File: src/rtl/regfile_wb_arbiter.sv
// rtl/regfile_wb_arbiter.sv - register-file write-port arbiter with multicycle destination scoreboard
module regfile_wb_arbiter #(
    parameter int unsigned STARVE_LIMIT = 4
) (
    input  logic        CLK,
    input  logic        RST,
    input  logic        pipe_wen,
    input  logic [4:0]  pipe_wsel,
    input  logic [31:0] pipe_wdat,
    output logic        pipe_stall,
    input  logic        mc_valid,
    input  logic [4:0]  mc_wsel,
    input  logic [31:0] mc_wdat,
    output logic        mc_ready,
    input  logic        iss_valid,
    input  logic [4:0]  iss_wsel,
    input  logic [4:0]  rsel1,
    input  logic [4:0]  rsel2,
    output logic        busy1,
    output logic        busy2,
    output logic        rf_WEN,
    output logic [4:0]  rf_wsel,
    output logic [31:0] rf_wdat
);

    typedef enum logic {
        PIPE_PRI = 1'b0,
        FORCE_MC = 1'b1
    } state_t;

    localparam logic [3:0] LIMIT = 4'(STARVE_LIMIT);

    state_t      state;
    logic [3:0]  starve;
    logic [31:0] pending;
    logic [31:0] pending_next;
    logic        pipe_req;
    logic        mc_hs;

    // A pipeline write to r0 is discarded by the file, so it never blocks the multicycle unit
    assign pipe_req = pipe_wen && (pipe_wsel != 5'd0);
    assign mc_hs    = mc_valid && mc_ready;

    // Write-port mux and handshakes; everything is held quiet while reset is asserted
    always_comb begin
        pipe_stall = 1'b0;
        mc_ready   = 1'b0;
        rf_WEN     = 1'b0;
        rf_wsel    = pipe_wsel;
        rf_wdat    = pipe_wdat;
        if (!RST) begin
            case (state)
                PIPE_PRI: begin
                    mc_ready = mc_valid && !pipe_req;
                    if (pipe_req) begin
                        rf_WEN = 1'b1;
                    end else if (mc_valid) begin
                        rf_WEN  = (mc_wsel != 5'd0);
                        rf_wsel = mc_wsel;
                        rf_wdat = mc_wdat;
                    end
                end
                FORCE_MC: begin
                    pipe_stall = pipe_wen;
                    mc_ready   = mc_valid;
                    rf_WEN     = mc_valid && (mc_wsel != 5'd0);
                    rf_wsel    = mc_wsel;
                    rf_wdat    = mc_wdat;
                end
                default: ;
            endcase
        end
    end

    // Scoreboard next value: a new reservation overrides a same-cycle release, r0 never reserved
    always_comb begin
        pending_next = pending;
        if (mc_hs) begin
            pending_next[mc_wsel] = 1'b0;
        end
        if (iss_valid) begin
            pending_next[iss_wsel] = 1'b1;
        end
        pending_next[0] = 1'b0;
    end

    // Arbitration FSM with starvation counter, plus scoreboard register
    always_ff @(posedge CLK or posedge RST) begin
        if (RST) begin
            state   <= PIPE_PRI;
            starve  <= 4'd0;
            pending <= 32'd0;
        end else begin
            pending <= pending_next;
            case (state)
                PIPE_PRI: begin
                    if (mc_valid && !mc_ready) begin
                        if (starve + 4'd1 == LIMIT) begin
                            state  <= FORCE_MC;
                            starve <= 4'd0;
                        end else begin
                            starve <= starve + 4'd1;
                        end
                    end else begin
                        starve <= 4'd0;
                    end
                end
                FORCE_MC: begin
                    state  <= PIPE_PRI;
                    starve <= 4'd0;
                end
                default: begin
                    state  <= PIPE_PRI;
                    starve <= 4'd0;
                end
            endcase
        end
    end

    // Reservation lookups for the decode-stage sources
    assign busy1 = !RST && pending[rsel1];
    assign busy2 = !RST && pending[rsel2];

endmodule
File: config.mk
export PLATFORM = sky130hd
export DESIGN_NAME = regfile_wb_arbiter
export DESIGN_NICKNAME = d
export VERILOG_FILES = /design/src/rtl/regfile_wb_arbiter.sv
export SDC_FILE = /design/constraint.sdc
export NUM_CORES = 1
export LEC_CHECK = 0
export CELL_PAD_IN_SITES_DETAIL_PLACEMENT = 0
export CELL_PAD_IN_SITES_GLOBAL_PLACEMENT = 2
export CORE_MARGIN = 4
export CORE_UTILIZATION = 26
export DETAILED_ROUTE_END_ITERATION = 8
export GPL_TIMING_DRIVEN = 0
export HOLD_SLACK_MARGIN = 0.06
export PLACE_DENSITY_LB_ADDON = 0.08
export RECOVER_POWER = 25
export SETUP_SLACK_MARGIN = 0.2
export SYNTH_ARGS = -nofsm -noshare
export SYNTH_HDL_FRONTEND = slang
export SYNTH_SLANG_ARGS = --single-unit
export TNS_END_PERCENT = 100
File: constraint.sdc
create_clock -name CLK -period 7.2 [get_ports CLK]
set_input_delay 1.44 -clock CLK [delete_from_list [all_inputs] [get_ports CLK]]
set_output_delay 1.44 -clock CLK [all_outputs]
set_load 0.005 [all_outputs]
==> flow_summary.toml, run 1 <==
[sta]
clock.fmax_mhz = 181
finalCriticalPeriod_ns = 5.53
fin_crit_sh_pct = 76.8
maxSlewViolCount = 0
slew_headroom_pct = 2.58
fin_ws_ns = 1.67
hold_violations = 0
worst_pin_slew_ns = 1.46
setup_viol = 0
finClkSkew_ns = 0.00438
setup_tns_ns = 0
rsz0062_at_grt = "no"

[power]
seqPwrFrac_pct = 40.9
clkPwrFrac_pct = 22.9
power.leakage_nw = 1.65
power.switching_w = 0.000198
power.density_mw_per_mm2 = 158
combPwrFrac_pct = 36.3
vdd_drop_max_mv = 0.105
intPower_w = 0.000487
total_power_w = 0.000685
sw_frac_of_total_pct = 28.9

[routing]
wirelength_mm = 10.3
wire_per_inst_um = 19.4
drtIter0Drc = 116
vias = 2651
vias_per_cell = 5.01
drc = 0
drtAntennaViolNets = 0
first_pass_iters = 4

[setup_path]
worstSetupEndpointType = "output port"
startpoint = "RST"
rr_worst_depth = 5
critical_path_class = "in -> out"
worst_setup_path_start_kind = "input pin"
crit_fanout = 38
critPathMaxStageDelay_ns = 1.12
cp_cell_sequence = "dlygate4sd3_1, inv_1, and3_1, clkdlybuf4s50_1"
rr_startpoint = "state$_DFF_PP0_"
crit_arrival_ns = 4.09
crit_required_ns = 5.76
crit_slowest_cell = "inv_1"

[grt]
grt_pass1_wl_mm = 15.9
grt_pass1_vias = 2668
grt_max_degree = 39
busiest_layer = "met2"
grt_use_met3_pct = 4.24
antenna_found_initial = 0
grt_overflow = 0
grt_use_met1_pct = 20.0
grt.total_usage_pct = 16.2
use_met2_pct = 27.9

[clock_network]
clock-sinks = 36
insertion_delay_ns = 0.29
cts_root_buffer = "clkbuf_8"
clockBufferDepth = 2
htreeDepth = 2
postCtsHoldBufs = 0
cts_setup_buffers = 0
cts_buffers = 5
cts_tree = "yes"
clk_pin_slew_ns = 0.07
ctsResizeCount = 0

[worst_hold_path]
hold_depth = 2
hp-class = "reg -> reg"
min-delay-start = "pending[10]$_DFF_PP0_"

[finish]
antennaDiodeCount = 0
final_util_pct = 41.8
areaGrowthSynthToFinish_pct = 56.1
drive_gt1_share_pct = 18.8
nets = 489
fill_cells = 1021

[logic_synthesis]
ys_warn_count = 0
netlist_area_sq_mm = 0.00278
syn_avg_cell_area_sq_um = 10.8
async_flop_share_pct = 100
synthCells = 257
synth_cell_types = 40
yosysMostFrequentCell = "o21ai_0"
ys_ff_latch = 36
netlist.area_leader.share_pct = 32.4
yosysSeqAreaShare_pct = 32.4
synth_flop_cell = "dfrtp_1"
synth_edf_count = 0
synth.area.top_cells = "dfrtp_1, mux2_4, o21ai_0"
synth_largest_area_cell = "dfrtp_1"
syn-num-nets = 353
synth_common_cells = "o21ai_0, dfrtp_1, mux2_4"

[place]
gp_congestion = 0.851
post-dp-hpwl_mm = 8.05
port_buffers = 129
place_ws_ns = 1.81

[floorplanning]
die_area_sq_mm = 0.0124
dieWidth_um = 111
io_pins = 136
die_h_um = 111
rows = 37
core_area_sq_mm = 0.0104
initial_core_util_pct = 26.8

[run]
maxCapViolCount = 0

[outcome]
run_status = "finished clean"
[metrics by stage]
| stage | area [sq um] | std cells | hold slack [ns] |
|---|---|---|---|
| finish | 4340 | 529 | 0.537 |
| global route | 4340 | 529 | 0.559 |
| CTS | 4340 | 529 | 0.532 |
| detailed placement | 4240 | 522 | 0.516 |
| global placement | 4240 | 522 | 0.506 |
| floorplan | 2780 | 257 | 0.481 |
[layout by cell type (no fill, tap or decap), types with 2 or more instances in the layout]
cell / n
a21oi_1: 4
a31oi_1: 2
a41oi_1: 2
and3_1: 2
buf_12: 3
buf_2: 3
clkbuf_1: 3
clkbuf_8: 7
clkdlybuf4s50_1: 128
dfrtp_1: 36
ha_1: 2
inv_1: 4
mux2_2: 10
mux2_4: 30
mux2i_1: 9
mux4_2: 11
nand2_1: 11
nand2b_1: 2
nand3_1: 8
nand3b_1: 11
nand4_1: 2
nand4b_1: 2
nor2_1: 9
nor2b_1: 5
nor3_1: 2
o21ai_0: 62
o31ai_1: 2
or3_1: 2
or3b_2: 5
[cell type report]
class,count,area [sq um],area share (%)
clock buffers,7,96.3,2.22
inverters,4,15.0,0.346
plain buffers,9,86.3,1.99
flip-flops and latches,36,901,20.8
repair buffers,129,1290,29.8
well taps,136,170,3.92
multi-input cells,208,1780,41.0
[registers in the layout (all words and copies together), names as in the netlist]
name	count
pending	31
state	1
starve	4
[layer usage]
metal | vias up | routed length (um)
met4 | 0 | 223
met5 | - | 0
met2 | 124 | 4930
li1 | 1257 | -
met1 | 1253 | 4330
met3 | 17 | 776
[power groups by stage]
stage | logic [W] | clock network, W | registers [W]
2_1_floorplan | 0.000134 | 0 | 0.000269
3_3_place_gp | 0.000248 | 0 | 0.000281
3_5_place_dp | 0.000250 | 0 | 0.000283
4_1_cts | 0.000251 | 0.000161 | 0.000278
5_1_grt | 0.000271 | 0.000168 | 0.000285
6_report | 0.000248 | 0.000157 | 0.000280
[worst max-delay path, delay by kind of cell]
kind,cells,cell delay [ns]
buffers and inverters,3,2.36
and+or+nand+nor,1,0.28
[final timing paths]
check | end | slack [ns]
hold reg to reg | pending[10]$_DFF_PP0_ | 0.54
setup reg to reg | pending[27]$_DFF_PP0_ | 5.59
min in group asynchronous | pending[1]$_DFF_PP0_ | 2.29
setup / recovery | pipe_stall | 1.67
max in group asynchronous | pending[21]$_DFF_PP0_ | 4.05
hold / removal | pending[10]$_DFF_PP0_ | 0.54
[logic make-up (layout without fill, tap and decap cells)]
kind of cell             count (synthesis)  in the layout  synth area share [%]
multiplexers                            60             60                  32.4
flip-flops                              36             36                  32.4
adder cells (fa/ha/maj)                  2              2                 0.900
AO/OA/AOI/OAI                           80             80                  16.0
buffers and inverters                   13            149                  3.65
XOR/XNOR                                 2              2                 0.630
AND/OR/NAND/NOR                         64             64                  14.0
(Power assumes the default switching activity.)
==> run 2: changes to the inputs <==
CORE_UTILIZATION = 22   (was 26)
clock period = 4.9 ns   (was 7.2 ns; I/O delays follow)
==> run 2 against run 1 <==
  * Worst setup slack worse by 1.2 ns
  * Non-clock buffer count is the same
  * Flip-flop and latch count is the same
  * Clock-buffer cell count shrank 2
  * Critical path depth grew 4
  * Critical path type unchanged
==> flow_summary.toml, run 2 (same netlist as run 1, synthesis figures left out) <==
[setup_path]
critPathMaxStageDelay_ns = 0.55
worstSetupEndpointType = "output port"
crit_slowest_cell = "or4_4"
rr_startpoint = "state$_DFF_PP0_"
path_common_cell = "clkdlybuf4s50_1"
cp_cell_sequence = "clkdlybuf4s50_1, or4_4, o21ai_2, a21oi_2, nor2_8, buf_12, mux2_4, clkdlybuf4s50_1"
r2r_slack_ns = 3.22
crit_arrival_ns = 3.44
startpoint = "pipe_wsel[3]"
r2r-end = "pending[29]$_DFF_PP0_"
worst_setup_path_start_kind = "input pin"
crit_required_ns = 3.92
crit_fanout = 10
rr_worst_depth = 5
critical_path_class = "in -> out"
crit_path_end = "rf_wdat[29]"

[grt]
grt_pass1_vias = 2612
busiest_layer = "met2"
grt_pass1_wl_mm = 15.7
grt_use_met3_pct = 3.32
use_met2_pct = 23.3
grt.total_usage_pct = 13.9
antenna_found_initial = 0
grt_overflow = 0
grt_use_met1_pct = 18.3
grt_max_degree = 39

[clock_network]
clk_pin_slew_ns = 0.06
cts_buffers = 5
postCtsHoldBufs = 0
cts_root_buffer = "clkbuf_16"
ctsResizeCount = 0
insertion_delay_ns = 0.28
cts_setup_buffers = 0
htreeDepth = 2
clock-sinks = 36
clockBufferDepth = 2
cts_tree = "yes"

[sta]
worst_pin_slew_ns = 0.823
rsz0062_at_grt = "no"
slew_headroom_pct = 45.1
finalCriticalPeriod_ns = 4.42
clock.fmax_mhz = 226
hold_ws_ns = 0.529
fin_crit_sh_pct = 90.3
setup_viol = 0
hold_violations = 0
setup_tns_ns = 0
maxSlewViolCount = 0
finClkSkew_ns = 0.00422

[place]
port_buffers = 129
dpl-instance-area_sq_mm = 0.00428
post-dp-hpwl_mm = 8.14
gp_congestion = 0.749

[finish]
areaGrowthSynthToFinish_pct = 61.8
fin_area_sq_mm = 0.00450
final_common_cell = "clkdlybuf4s50_1"
reg_top3 = "pending x31, starve x4, state x1"
largest_reg_flops = 31
antennaDiodeCount = 0
nets = 489
drive_gt1_share_pct = 19.3
regMostFlops = "pending"
final_util_pct = 36.8
layout_common_cells = "clkdlybuf4s50_1, o21ai_0, dfrtp_1"

[routing]
vias = 2651
drc = 0
wire_per_inst_um = 18.4
first_pass_iters = 4
drtAntennaViolNets = 0
drtIter0Drc = 112
vias_per_cell = 4.72
wirelength_mm = 10.3

[floorplanning]
rows = 40
die_h_um = 120
die_area_sq_mm = 0.0145
io_pins = 136
initial_core_util_pct = 22.8
core_area_sq_mm = 0.0122
dieWidth_um = 120

[power]
vdd_drop_max_mv = 0.133
power.leakage_nw = 1.70
total_power_w = 0.00124
power.density_mw_per_mm2 = 275

[outcome]
run_status = "finished clean"

[worst_hold_path]
hp-class = "reg -> reg"

[run]
maxCapViolCount = 0
[run 2: layer usage]
metal / routed length [um] / part of all wire [%]
met1: 4600 / 45
met2: 4860 / 47
met3: 763 / 7.4
met4: 88 / 0.85
met5: 0 / 0
[run 2: critical path, delay by kind of cell]
kind	cells	cell delay [ns]
compound gates	2	0.28
buf+inv	3	1.08
mux	1	0.30
simple gates	2	0.80
[run 2: power breakdown]
part           switching (W)  internal [W]
Combinational       0.000135      0.000230
Sequential         0.0000489      0.000361
Clock               0.000120      0.000343
[run 2: cell type report]
cell class / instances / area (sq um)
inverter: 4 / 15.0
tap: 168 / 210
fill: 1254 / 7720
timing repair buffer: 129 / 1290
buffer: 9 / 86.3
multi-input combinational: 208 / 1780
clock inverter: 3 / 90.1
sequential: 36 / 901
clock buffer: 5 / 125
[run 2: worst min-delay path by stage]
stage,from,end,slack (ns),depth (start not counted)
after floorplan,pending[6]$_DFF_PP0_,pending[6]$_DFF_PP0_,0.48,2
after global placement,pending[8]$_DFF_PP0_,pending[8]$_DFF_PP0_,0.51,2
after detailed placement,pending[10]$_DFF_PP0_,pending[10]$_DFF_PP0_,0.52,2
after CTS,pending[10]$_DFF_PP0_,pending[10]$_DFF_PP0_,0.53,2
after global routing,pending[13]$_DFF_PP0_,pending[13]$_DFF_PP0_,0.57,2
final,pending[10]$_DFF_PP0_,pending[10]$_DFF_PP0_,0.53,2
[run 2: stage by stage]
| step | setup slack, ns | cells |
|---|---|---|
| 2_1_floorplan | 1.48 | 257 |
| 3_3_place_gp | 0.139 | 554 |
| 3_5_place_dp | 0.434 | 554 |
| 4_1_cts | 0.441 | 562 |
| 5_1_grt | 0.378 | 562 |
| 6_report | 0.476 | 562 |
